`src/rtl/field_edit_pkg.sv`:
```
// Shared definitions for the edit-mode controller and the timebase blocks:
// controller state encoding and time-to-cycle conversion helpers.
package field_edit_pkg;

  typedef enum logic [1:0] {
    ST_RUN  = 2'd0,
    ST_ARM  = 2'd1,
    ST_REL  = 2'd2,
    ST_EDIT = 2'd3
  } state_e;

  function automatic int unsigned ms_to_cycles(input int unsigned clk_hz,
                                               input int unsigned ms);
    return clk_hz / 1000 * ms;
  endfunction

  // Counter width able to hold max_count-1, never narrower than one bit.
  function automatic int unsigned cnt_width(input int unsigned max_count);
    return (max_count > 1) ? $clog2(max_count) : 1;
  endfunction

endpackage

```
`src/rtl/key_sync_edge.sv`:
```
// Two-flop synchroniser for the raw active-low key plus a one-cycle pulse on
// the synchronised press (1->0) edge.
module key_sync_edge (
  input  logic clk,
  input  logic reset,
  input  logic key_n_i,
  output logic level_o,
  output logic press_o
);

  logic s1_q, s2_q, prev_q;

  always_ff @(posedge clk) begin
    if (reset) begin
      // NOTE: non-blocking assignments make all three flops sample the
      // pre-edge values, which is what turns them into a shift chain.
      s1_q   <= 1'b1;
      s2_q   <= 1'b1;
      prev_q <= 1'b1;
    end else begin
      s1_q   <= key_n_i;
      s2_q   <= s1_q;
      prev_q <= s2_q;
    end
  end

  assign level_o = s2_q;
  assign press_o = prev_q & ~s2_q;

endmodule

```
`src/rtl/field_edit_ctrl.sv`:
```
// Edit-mode controller: long press enters edit, short presses step through the
// fields, selected field flashes, idle timeout or last field returns to run.
module field_edit_ctrl
  import field_edit_pkg::*;
#(
  parameter int unsigned NFIELDS   = 3,
  parameter int unsigned CLK_HZ    = 50_000_000,
  parameter int unsigned HOLD_MS   = 1000,
  parameter int unsigned FLASH_MS  = 1000,
  parameter int unsigned OFF_MS    = 200,
  parameter int unsigned TIMEOUT_S = 10
) (
  input  logic               clk,
  input  logic               reset,
  input  logic               key_n,
  input  logic               activity,
  output logic [NFIELDS-1:0] sel,
  output logic [NFIELDS-1:0] disp_en,
  output logic               run_en,
  output logic               editing
);

  localparam int unsigned HOLD_C  = ms_to_cycles(CLK_HZ, HOLD_MS);
  localparam int unsigned FLASH_C = ms_to_cycles(CLK_HZ, FLASH_MS);
  localparam int unsigned OFF_C   = ms_to_cycles(CLK_HZ, OFF_MS);
  localparam int unsigned TMO_C   = CLK_HZ * TIMEOUT_S;

  localparam int unsigned HW = cnt_width(HOLD_C);
  localparam int unsigned FW = cnt_width(FLASH_C);
  localparam int unsigned TW = cnt_width(TMO_C);
  localparam int unsigned IW = cnt_width(NFIELDS);

  localparam logic [HW-1:0] HOLD_LAST  = HW'(HOLD_C - 1);
  localparam logic [FW-1:0] FLASH_LAST = FW'(FLASH_C - 1);
  localparam logic [FW-1:0] OFF_START  = FW'(OFF_C);
  localparam logic [TW-1:0] TMO_LAST   = TW'(TMO_C - 1);
  localparam logic [IW-1:0] IDX_LAST   = IW'(NFIELDS - 1);

  logic key_level, key_press;

  key_sync_edge u_key (
    .clk     (clk),
    .reset   (reset),
    .key_n_i (key_n),
    .level_o (key_level),
    .press_o (key_press)
  );

  state_e              state_q, state_d;
  logic [IW-1:0]       idx_q, idx_d;
  logic [HW-1:0]       hold_q, hold_d;
  logic [FW-1:0]       phase_q, phase_d;
  logic [TW-1:0]       tmo_q, tmo_d;
  logic [NFIELDS-1:0]  sel_q, sel_d, disp_en_q, disp_en_d;
  logic                run_en_q, run_en_d, editing_q, editing_d;

  always_comb begin
    // NOTE: every variable gets a default first, so no path through the case
    // leaves one unassigned and no latch is inferred.
    state_d = state_q;
    idx_d   = idx_q;
    hold_d  = hold_q;
    phase_d = '0;
    tmo_d   = '0;

    unique case (state_q)
      ST_RUN: begin
        if (!key_level) begin
          state_d = ST_ARM;
          hold_d  = '0;
        end
      end
      ST_ARM: begin
        if (key_level)                state_d = ST_RUN;
        else if (hold_q == HOLD_LAST) state_d = ST_REL;
        else                          hold_d  = hold_q + 1'b1;
      end
      ST_REL: begin
        if (key_level) begin
          state_d = ST_EDIT;
          idx_d   = '0;
        end
      end
      ST_EDIT: begin
        // A press outranks both activity and timeout expiry; the new field
        // starts its flash period from the blank portion.
        if (key_press) begin
          if (idx_q == IDX_LAST) state_d = ST_RUN;
          else                   idx_d   = idx_q + 1'b1;
        end else if (activity) begin
          phase_d = OFF_START;
        end else if (TIMEOUT_S != 0 && tmo_q == TMO_LAST) begin
          state_d = ST_RUN;
        end else begin
          tmo_d   = (TIMEOUT_S != 0) ? tmo_q + 1'b1 : '0;
          phase_d = (phase_q == FLASH_LAST) ? '0 : phase_q + 1'b1;
        end
      end
      default: state_d = ST_RUN;
    endcase

    sel_d     = '0;
    disp_en_d = '1;
    run_en_d  = (state_d == ST_RUN);
    editing_d = (state_d == ST_EDIT);
    if (state_d == ST_EDIT) begin
      sel_d = NFIELDS'(1) << idx_d;
      if (phase_d < OFF_START) disp_en_d = ~(NFIELDS'(1) << idx_d);
    end
  end

  always_ff @(posedge clk) begin
    if (reset) begin
      state_q   <= ST_RUN;
      idx_q     <= '0;
      hold_q    <= '0;
      phase_q   <= '0;
      tmo_q     <= '0;
      sel_q     <= '0;
      disp_en_q <= '1;
      run_en_q  <= 1'b1;
      editing_q <= 1'b0;
    end else begin
      state_q   <= state_d;
      idx_q     <= idx_d;
      hold_q    <= hold_d;
      phase_q   <= phase_d;
      tmo_q     <= tmo_d;
      sel_q     <= sel_d;
      disp_en_q <= disp_en_d;
      run_en_q  <= run_en_d;
      editing_q <= editing_d;
    end
  end

  assign sel     = sel_q;
  assign disp_en = disp_en_q;
  assign run_en  = run_en_q;
  assign editing = editing_q;

endmodule
```
`config.mk`:
```
export PLATFORM = sky130hd
export DESIGN_NAME = field_edit_ctrl
export DESIGN_NICKNAME = d
export VERILOG_FILES = /design/src/rtl/field_edit_pkg.sv /design/src/rtl/key_sync_edge.sv /design/src/rtl/field_edit_ctrl.sv
export SDC_FILE = /design/constraint.sdc
export NUM_CORES = 1
export LEC_CHECK = 0
export CORE_MARGIN = 2
export CORE_UTILIZATION = 40
export CTS_CLUSTER_DIAMETER = 200
export CTS_CLUSTER_SIZE = 28
export DETAILED_ROUTE_END_ITERATION = 12
export PLACE_DENSITY = 0.61
export REMOVE_ABC_BUFFERS = 1
export SETUP_SLACK_MARGIN = 0.15
export SLEW_MARGIN = 40
export SYNTH_ARGS = -nofsm -noshare
export SYNTH_HDL_FRONTEND = slang
export SYNTH_SLANG_ARGS = --single-unit
```
`constraint.sdc`:
```
create_clock -name clk -period 3.1 [get_ports clk]
set_clock_uncertainty 0.2 [all_clocks]
set_input_delay 0.465 -clock clk [delete_from_list [all_inputs] [get_ports clk]]
set_output_delay 0.465 -clock clk [all_outputs]
set_load 0.01 [all_outputs]
```
## After elaboration in Yosys (flattened, before gate mapping)

Index checks and enable logic that the tools add are counted.

- Output and inout port bits: 8
- Bits of input ports: 4
- Logic and storage cells: 64
- Register bits: 96

- Add/subtract/negate cells: 4
- Reduce and logical (&&, ||, !) cells: 7
- Eq/ne operators: 11
- Bitwise gates (word level): 6
- Multiplexer cells: 22
- Magnitude comparators: 1
- Shifts and indexed selects: 1

Operators by type and width:

| cell | number |
|---|---|
| 26-bit two-way mux | 8 |
| 26-bit by 1-bit adder with 26-bit output (second input constant) | 2 |
| 26-bit == test (second input constant) | 2 |
| 26-bit case mux with 2 select lines | 1 |
| 29-bit by 1-bit adder with 29-bit output (second input constant) | 1 |
| 29-bit == test (second input constant) | 1 |
| 26-bit by 24-bit < comparator with 1-bit output (second input constant) | 1 |
| 2-bit two-way mux | 11 |
| 2-bit == test (second input constant) | 4 |
| 2-bit case mux with 4 select lines | 1 |
| 2-bit inequality test (second input constant) | 3 |
| 5-bit OR reduction | 1 |
| 2-bit zero test | 2 |
| 1-bit NOT | 4 |
| 2-bit case mux with 2 select lines | 1 |
| 4-bit AND reduction | 1 |
| 3-bit NOT | 1 |
| 3-bit OR reduction | 1 |
| 1-bit by 2-bit << shifter with 3-bit output (first input constant) | 1 |
| 2-bit by 1-bit adder with 2-bit output (second input constant) | 1 |
| 2-bit by 1-bit == test with 1-bit output (second input constant) | 1 |
| 2-bit nonzero test | 1 |
| 2-bit OR reduction | 1 |
| 1-bit bitwise AND | 1 |

## Longest topological paths before layout

Gate-level depths: netlist of the first run.

- Depth after elaboration: 9
- Mapped depth: 10
- Depth with buffers taken out: 9

## By module

From an unflattened synthesis of the first run, not the netlist that was laid out.

- Cells, all modules: 540
- Area total of the unflattened synthesis: 4593.2 um^2

By module, submodules not included:

| module | seq. area each (um^2) | times used | area an instance (um^2) | cells an instance |
|---|---|---|---|---|
| field_edit_ctrl | 1861.8 | 1 | 4508.1 | 533 |
| key_sync_edge | 60.1 | 1 | 85.1 | 7 |

## Worst setup path before layout of the first run

No wires, ideal clock.

- Kind: register to register
- From: register phase_q[0]
- To: register disp_en_q[0], in the netlist disp_en[0]
- Required time: 2773 ps
- Clock period less this slack: 2444 ps
- Cell stages (with the launch flop): 11
- Library setup time: 127 ps
- Slack: 656 ps
- Arrival time: 2117 ps
- Buffers on the path: 1
- Cells stage by stage: dfxtp_1 > ha_1 > nand2_1 > nor4_4 > and4_1 > buf_4 > nand4_1 > a22o_1 > o21ba_1 > nor3_1 > nand2_1

- Word-level cells in the longest chain between the ends: 9
- Elaborated cells on any way between the ends: 10
- Classes of those cells: add/sub: 1; order compare: 1; eq/ne: 1; mux: 5; bitwise: 1; reduce/logical: 1

RTL lines:

| element | RTL line | text |
|---|---|---|
| from (decl) | field_edit_ctrl.sv:52 | `logic [FW-1:0] phase_q, phase_d;` |
| from (signal assigned) | field_edit_ctrl.sv:127 | `phase_q <= phase_d;` |
| 26-bit by 1-bit adder with 26-bit output or 26-bit == test (tied branches) | field_edit_ctrl.sv:96 | `phase_d = (phase_q == FLASH_LAST) ? '0 : phase_q + 1'b1;` |
| 26-bit two-way mux (*) | field_edit_ctrl.sv:96 |  |
| 26-bit two-way mux (*) | field_edit_ctrl.sv:92 | `end else if (TIMEOUT_S != 0 && tmo_q == TMO_LAST) begin` |
| 26-bit two-way mux (*) | field_edit_ctrl.sv:90 | `end else if (activity) begin` |
| 26-bit two-way mux (*) | field_edit_ctrl.sv:87 | `if (key_press) begin` |
| 26-bit two-way mux (*) | field_edit_ctrl.sv:66 | `unique case (state_q)` |
| 26-bit by 24-bit < comparator with 1-bit output (*) | field_edit_ctrl.sv:108 | `if (phase_d < OFF_START) disp_en_d = ~(NFIELDS'(1) << idx_d);` |
| 1-bit NOT (no source line) (*) | -- |  |
| 3-bit OR reduction (no source line) (*) | -- |  |
| to (signal assigned) | field_edit_ctrl.sv:130 | `disp_en_q <= disp_en_d;` |
| to (decl) | field_edit_ctrl.sv:54 | `logic [NFIELDS-1:0] sel_q, sel_d, disp_en_q, disp_en_d;` |

Mark *: on every way between the ends. The rest lies on a longest branch, timed or not.
A chain may end at the register's enable or synchronous reset.

## Worst setup path in the final report of the first run

- From: register phase_q[16]
- To: register disp_en_q[2], in the netlist disp_en[2]

Same word-level chain as after synthesis.

==> flow_summary_export.csv, run 1 <==
group,metric,value,unit
power_and_ir_drop,vdd_drop_max,0.413,mV
route,first_pass_iters,4,
route,post-route-drc-count,0,
sta,drv_slew,0,
floorplanning,start_util,41.4,%
worst_setup_path,reg2reg_to,"disp_en[2]",
cts,cts_buffers,9,
place,gp_congestion,0.842,
hold_path,min_to,"u_key.level_o",
cts,post_cts_buffers,0,
power_and_ir_drop,power,2.42,mW
finish,drive_gt1_share,6.51,%
worst_setup_path,ff2ff_path_depth,7,
route,top_layer_used,"met4",
hold_path,hold_depth,1,
logic_synthesis,synth_xor_xnor_area_share,13.7,%
cts,ctsHoldBuffers,0,
route,drt_iter0_drc,177,
route,wl_met3,343,um
logic_synthesis,postSynthAreaPerCell,8.45,um^2
logic_synthesis,muxShareOfSynthArea,0.221,%
floorplanning,die_w,110,um
cts,clk_pin_slew,0.07,ns
logic_synthesis,ys.flop_type,"dfxtp_1",
finish,final_common_cell,"nor2_1",
sta,setup_viol,0,
cts,clk_latency,0.35,ns
outcome,outcome,"completed",
sta,tns,0,ns
floorplanning,rows,38,
floorplanning,io-pin-count,12,
logic_synthesis,synth.ff_latch_count,96,
finish,layout_common_cells,"nor2_1, dfxtp_1, nand2_1",
worst_setup_path,r2r_slack,0.40,ns
worst_setup_path,crit_path_max_fanout,12,
finish,area.growth.synth_to_final,12.9,%
logic_synthesis,synthAdderAreaFrac,1.38,%
logic_synthesis,synth_top_family_by_area,"simple AND/OR/NAND/NOR gates",
logic_synthesis,syn_inst,536,
route,avgRoutedWirePerCell,12.8,um
sta,finalCriticalPeriod,2.70,ns
hold_path,holdCritStartpoint,"u_key.s1_q",
finish,fin_util,46.7,%
route,antenna_left,0,
route,viasPerCell,5.19,
worst_setup_path,worstSetupPathType,"register to register",
logic_synthesis,synth_compound_area_share,7.57,%
global_routing,grt_max_degree,29,
sta,fmax,371,MHz
worst_setup_path,startpoint_type,"register",
worst_setup_path,cp_top_family,"simple AND/OR/NAND/NOR gates",
cts,cts.path.max_buffers,2,
global_routing,grt_pass1_wl,15200,um
cts,cts.sinks,96,
worst_setup_path,arrival,2.72,ns
route,via_count,3600,
route,met2_wirelength,3990,um
place,numPortBuffers,11,
worst_setup_path,max_stage_delay,0.56,ns
logic_synthesis,synth_edf_count,0,
logic_synthesis,syn-cell-area,0.00453,mm^2
worst_setup_path,r2r_start,"phase_q[16]",
place,hpwl,6310,um
finish,nNetsFinal,557,
sta,fin_crit_sh,86.9,%
worst_setup_path,worstSetupStartpoint,"phase_q[16]",
worst_setup_path,cp.buffers_inverters,0,
worst_setup_path,endpoint_kind,"register",
hold_path,min_path_type,"register to register",
job,drv_cap,0,
sta,hold_viol_final,0,
logic_synthesis,ys_types,58,
power_and_ir_drop,power.density,473,mW/mm^2
cts,clock-root-buffer,"clkbuf_16",
finish,diodes,0,
sta,rsz0062_at_grt,"false",
global_routing,grt_overflow,0,
power_and_ir_drop,power_leakage,1.74,nW
sta,relSlewSlack,47.1,%
cts,cts_resized,0,
global_routing,grt_usage,15.9,%
global_routing,antenna_found_initial,0,
route,drt_wl_total,8890,um
cts,htreeDepth,3,
sta,tightest_slew,0.794,ns
worst_setup_path,required,3.12,ns
floorplanning,die_h,110,um
floorplanning,core_area,0.0109,mm^2
logic_synthesis,synthSimpleGateAreaFrac,32.0,%
floorplanning,dieArea,0.0122,mm^2
worst_setup_path,critPathSlowestCell,"or4b_1",
worst_setup_path,path_cells,"or4b_1 -> nor4_1 -> a31oi_2 -> nor2b_1 -> nor4b_1 -> o221ai_1 -> nand3b_1",
global_routing,grt_pass1_vias,3357,
logic_synthesis,ys_seq_area_share,42.5,%
logic_synthesis,ys_async_sr_fraction,0,%
route,wl_met1,4430,um
cts,cts_tree,"built",
logic_synthesis,ys.warnings.count,0,
==> per-stage QoR <==
stage,area (um^2),cells,hold slack (ns),setup WS (ns)
floorplan,4450,518,0.189,0.654
global placement,4790,677,0.195,0.368
detailed placement,4790,677,0.201,0.228
CTS,5100,693,0.217,0.182
global route,5110,693,0.230,0.207
finish,5110,693,0.212,0.405
==> logic make-up (layout without fill, tap and decap cells) <==
logic type	Yosys count	count (layout)
and+or+nand+nor	282	282
DFF	96	96
xor gates and xnor gates	71	71
AOI/OAI and AO/OA	52	52
buffers and inverters	29	46
adders and majority gates	5	5
muxes	1	1
==> flip-flops by register name, summed over array words and instances (netlist names), 2 cells and up <==
register,cells
disp_en,3
hold_q,26
idx_q,2
phase_q,26
sel,3
state_q,2
tmo_q,29
==> worst reg2reg max path, delay by kind of cell (launching register included) <==
kind / cells / cell delay (ns)
simple gates: 5 / 1.39
compound gates: 2 / 0.59
flops: 1 / 0.40
==> power by group <==
| group | switching (mW) | internal (mW) | leakage, nW |
|---|---|---|---|
| combinational | 0.0180 | 0.0111 | 0.829 |
| sequential | 0.00242 | 1.24 | 0.774 |
| clock | 0.479 | 0.670 | 0.141 |
| total | 0.500 | 1.92 | 1.74 |
==> cell type report <==
class | count | area (um^2)
sequential | 96 | 1920
fill | 1106 | 5830
multi-input combinational | 411 | 2490
clock buffer | 12 | 256
clock inverter | 4 | 52.6
inverter | 11 | 41.3
timing repair buffer | 19 | 170
tap | 140 | 175
==> Yosys cell counts, drive strengths merged (2+ instances only) <==
cell type	number	area, um^2
clkbuf	12	46.3
a21oi	16	80.1
buf	6	31.3
nor2b	5	31.3
and3	22	138
nor3	10	50.1
nand2	46	173
nor4bb	2	20.0
xnor2	30	263
a22oi	2	15.0
inv	11	41.3
dfxtp	96	1920
nor2	101	379
and2	6	37.5
nand3	32	165
and4	6	53.8
nand2b	5	31.3
a21o	2	15.0
o21ai	11	55.1
or3	8	50.1
a32o	2	20.0
nand4	16	115
or4	2	18.8
nand3b	3	22.5
or2	3	18.8
xor2	41	359
a211oi	2	15.0
a31oi	3	18.8
o211ai	2	15.0
ha	5	62.6
nor4	9	86.3
==> layer usage <==
layer  vias to the layer above  global-route usage [%]
li1                       1870                       -
met1                      1673                    20.4
met2                        43                    25.4
met3                        14                    5.23
met4                         0                    5.00
met5                         -                       0
==> worst max path at each step <==
stage,slack (ns),cells past startpoint,endpoint
floorplan,0.65,8,disp_en[2]
global placement,0.37,7,disp_en[2]
detailed placement,0.23,7,phase_q[16]
CTS,0.18,7,phase_q[3]
global route,0.21,8,hold_q[24]
finish,0.40,7,disp_en[2]
Power figures use the tool's default switching activity.
==> inputs of run 2 (changes only) <==
REMOVE_ABC_BUFFERS = not set   (was 1)
==> run 2 against run 1 <==
Effect of this change:
- combinational power is essentially flat
- maximum frequency increased by 0.35%
- sequential power barely moved
- highest routed layer unchanged
- critical endpoint is now disp_en[0]
- critical path type unchanged
- global-route usage rose by 0.22 points
- largest cell class unchanged
- largest power group unchanged
==> flow_summary_export.csv, run 2 (synthesized netlist as in run 1, its figures left out) <==
group,metric,value,unit
outcome,outcome,"completed",
sta,finalCriticalPeriod,2.69,ns
power_and_ir_drop,power.density,487,mW/mm^2
route,via_count,3636,
route,drt_wl_total,8920,um
sta,tightest_slew,0.753,ns
cts,htreeDepth,3,
finish,final_area,0.00513,mm^2
global_routing,antenna_found_initial,0,
sta,tns,0,ns
sta,setup_viol,0,
place,hpwl,6290,um
worst_setup_path,cp.buffers_inverters,0,
cts,post_cts_buffers,0,
floorplanning,die_h,110,um
route,avgRoutedWirePerCell,12.9,um
place,place_ws,0.403,ns
finish,fillers,1074,
power_and_ir_drop,power_leakage,1.76,nW
floorplanning,rows,38,
finish,final_common_cell,"nor2_1",
cts,cts.sinks,96,
worst_setup_path,required,3.13,ns
floorplanning,core_area,0.0109,mm^2
worst_setup_path,arrival,2.72,ns
route,first_pass_iters,4,
logic_synthesis,synth_nets,545,
cts,cts_resized,0,
sta,relSlewSlack,49.8,%
cts,cts_buffers,9,
sta,whs,0.217,ns
place,numPortBuffers,11,
worst_setup_path,critPathSlowestCell,"nor4_4",
sta,rsz0062_at_grt,"false",
cts,cts.path.max_buffers,2,
finish,max_flop_register,"tmo_q",
cts,clock-root-buffer,"clkbuf_16",
finish,nNetsFinal,557,
finish,fin_util,46.9,%
worst_setup_path,path_cells,"ha_1 -> nand2_1 -> nor4_4 -> and4_1 -> nand4_1 -> a22o_1 -> o21ba_1 -> nor3_1 -> nand2_1",
floorplanning,dieArea,0.0122,mm^2
place,postPlaceCellArea,0.00479,mm^2
sta,fmax,372,MHz
power_and_ir_drop,vdd_drop_max,0.339,mV
worst_setup_path,cp_top_family,"simple AND/OR/NAND/NOR gates",
place,gp_congestion,0.891,
floorplanning,io-pin-count,12,
job,drv_cap,0,
finish,area.growth.synth_to_final,13.3,%
finish,top_regs,"tmo_q x29, hold_q x26, phase_q x26",
global_routing,grt_pass1_wl,15400,um
sta,fin_crit_sh,86.6,%
floorplanning,die_w,110,um
sta,setup_ws,0.414,ns
cts,ctsHoldBuffers,0,
worst_setup_path,max_stage_delay,0.42,ns
route,drt_iter0_drc,236,
worst_setup_path,crit_path_max_fanout,6,
finish,diodes,0,
global_routing,grt_usage,16.2,%
global_routing,grt_overflow,0,
route,antenna_left,0,
route,post-route-drc-count,0,
sta,hold_viol_final,0,
sta,drv_slew,0,
worst_setup_path,worstSetupPathType,"register to register",
cts,clk_pin_slew,0.06,ns
worst_setup_path,worst_path_most_repeated_cell,"nand2_1",
floorplanning,start_util,41.4,%
route,viasPerCell,5.25,
hold_path,min_path_type,"register to register",
global_routing,grt_max_degree,29,
worst_setup_path,endpoint_kind,"register",
cts,cts_tree,"built",
global_routing,grt_pass1_vias,3428,
cts,clk_latency,0.36,ns
finish,drive_gt1_share,6.33,%
finish,layout_common_cells,"nor2_1, dfxtp_1, nand2_1",
worst_setup_path,startpoint_type,"register",
finish,largest_reg_flops,29,
==> run 2: cell type report <==
cell class	instances	area, um^2	area share [%]
Multi-Input combinational cell	411	2490	48.5
Sequential cell	96	1920	37.5
Clock buffer	12	256	5.00
Tap cell	140	175	3.42
Timing Repair Buffer	19	170	3.32
Clock inverter	4	76.3	1.49
Inverter	11	41.3	0.805
==> run 2: path summary, 6_finish.rpt <==
check,start,endpoint,slack (ns),depth (start not counted)
max,phase_q[0],disp_en[0],0.41,9
min,u_key.s1_q,u_key.level_o,0.22,1
max reg2reg,phase_q[0],disp_en[0],0.41,9
min reg2reg,u_key.s1_q,u_key.level_o,0.22,1
==> run 2: through the flow <==
step                      power, mW  std cells
after global routing           2.57        693
final                          2.50        693
after global placement         1.29        677
after CTS                      2.53        693
after floorplan                1.28        536
after detailed placement       1.29        677
==> run 2: where the power goes <==
group	leakage (nW)	total (mW)	switching [mW]	internal, mW
clock network	0.159	1.23	0.478	0.752
logic	0.827	0.0292	0.0180	0.0112
registers	0.774	1.24	0.00243	1.24
==> run 2: per-layer routing <==
layer | global-route usage [%] | wire length [um]
met4 | 8.57 | 213
met2 | 26.1 | 4040
met1 | 20.3 | 4410
met5 | 0 | 0
met3 | 3.17 | 254
==> inputs of run 3 (changes only) <==
CORE_MARGIN = 4   (was 2)
==> run 3 against run 2 <==
Effect of this change:
- worst setup slack worse by 0.027 ns
- final cell count is 0.14% higher
- non-clock buffer count increased by 1
- combinational power grew 2%
- flip-flop and latch count unchanged
- clock-buffer cell count did not move
- clock power down 9%
- largest power group unchanged
==> flow_summary_export.csv, run 3 (synthesized netlist as in run 1, its figures left out) <==
group,metric,value,unit
route,first_pass_iters,4,
finish,top_regs,"tmo_q x29, hold_q x26, phase_q x26",
finish,drive_gt1_share,6.50,%
hold_path,hold_depth,1,
floorplanning,core_area,0.0109,mm^2
floorplanning,die_w,114,um
place,hpwl,6270,um
power_and_ir_drop,power.density,467,mW/mm^2
sta,rsz0062_at_grt,"false",
cts,cts_buffers,9,
global_routing,grt_overflow,0,
cts,post_cts_buffers,0,
worst_setup_path,worstSetupPathType,"register to register",
cts,cts.path.max_buffers,2,
worst_setup_path,path_cells,"ha_1 -> nand2_1 -> nor4_4 -> and4_1 -> nand4_1 -> a22o_1 -> o21ba_1 -> nor3_1 -> nand2_1",
route,drt_iter0_drc,172,
finish,ff_latch_area,0.00192,mm^2
job,drv_cap,0,
sta,finalCriticalPeriod,2.71,ns
worst_setup_path,ff2ff_path_depth,9,
cts,cts_tree,"built",
cts,clk_latency,0.33,ns
route,via_count,3583,
route,avgRoutedWirePerCell,12.4,um
floorplanning,start_util,41.4,%
sta,setup_ws,0.387,ns
sta,fmax,369,MHz
global_routing,use_met2,23.5,%
finish,layout_common_cells,"nor2_1, dfxtp_1, nand2_1",
sta,setup_viol,0,
place,place_ws,0.410,ns
route,drt_wl_total,8580,um
finish,max_flop_register,"tmo_q",
sta,tns,0,ns
cts,cts.sinks,96,
global_routing,grt.met1_usage,18.8,%
worst_setup_path,crit_path_max_fanout,6,
floorplanning,io-pin-count,12,
place,numPortBuffers,11,
sta,tightest_slew,0.775,ns
power_and_ir_drop,power,2.38,mW
power_and_ir_drop,power_leakage,1.76,nW
sta,hold_viol_final,0,
cts,ctsHoldBuffers,0,
global_routing,grt_pass1_wl,15800,um
global_routing,grt_usage,14.4,%
sta,fin_crit_sh,87.5,%
cts,clock-root-buffer,"clkbuf_16",
route,post-route-drc-count,0,
global_routing,grt_use_met3,2.48,%
worst_setup_path,required,3.12,ns
worst_setup_path,critPathSlowestCell,"nor4_4",
finish,fillers,1068,
cts,htreeDepth,3,
logic_synthesis,synth_nets,545,
cts,cts_resized,0,
worst_setup_path,startpoint_type,"register",
finish,diodes,0,
finish,area.growth.synth_to_final,12.9,%
hold_path,min_path_type,"register to register",
global_routing,grt_max_degree,25,
global_routing,grt_pass1_vias,3618,
floorplanning,rows,38,
power_and_ir_drop,vdd_drop_max,0.218,mV
sta,drv_slew,0,
finish,final_common_cell,"nor2_1",
worst_setup_path,endpoint_kind,"register",
sta,relSlewSlack,48.4,%
finish,multi_input_area,0.00249,mm^2
floorplanning,dieArea,0.0131,mm^2
floorplanning,die_h,114,um
finish,nNetsFinal,558,
outcome,outcome,"completed",
worst_setup_path,arrival,2.73,ns
cts,clk_pin_slew,0.06,ns
route,viasPerCell,5.16,
global_routing,antenna_found_initial,0,
worst_setup_path,worst_path_most_repeated_cell,"nand2_1",
route,antenna_left,0,
worst_setup_path,max_stage_delay,0.44,ns
finish,largest_reg_flops,29,
place,gp_congestion,0.907,
global_routing,busiest_layer,"met2",
## run 3: worst paths after layout
path	from	to	slack, ns
hold reg to reg	u_key.s1_q	u_key.level_o	0.21
setup / recovery	phase_q[0]	disp_en[1]	0.39
hold / removal	u_key.s1_q	u_key.level_o	0.21
setup reg to reg	phase_q[0]	disp_en[1]	0.39
## run 3: worst max-delay path: cells and delay by family, from the launching register on
kind	cells	cell delay, ns
compound gates	2	0.45
fa+ha+maj	1	0.21
simple gates	6	1.38
flops	1	0.36
## run 3: layout make-up
cell class / instances / share of cell area [%]
inverters: 11 / 0.808
clock inverters: 4 / 1.03
multi-input cells: 411 / 48.6
clock buffers: 12 / 5.02
flip-flops and latches: 96 / 37.6
well taps: 140 / 3.43
repair buffers: 20 / 3.48
## run 3: report_power, final
| group | total, mW | switching [mW] | internal, mW | leakage [nW] |
|---|---|---|---|---|
| Combinational | 0.0298 | 0.0186 | 0.0112 | 0.831 |
| Sequential | 1.24 | 0.00239 | 1.24 | 0.774 |
| Clock | 1.12 | 0.446 | 0.671 | 0.153 |
| Total | 2.38 | 0.467 | 1.92 | 1.76 |
## run 3: through the flow
step	instances	area [um^2]	hold slack, ns	utilization (%)
final	694	5110	0.208	46.7
after global placement	678	4800	0.196	43.9
after CTS	694	5110	0.211	46.7
after floorplan	536	4530	0.189	-
after global routing	694	5110	0.232	46.7
after detailed placement	678	4800	0.196	43.9
## run 3: per-layer routing
layer	vias to the layer above	part of all wire (%)
li1	1869	-
met1	1657	50
met2	44	45
met3	13	3.0
met4	0	2.0
met5	-	0
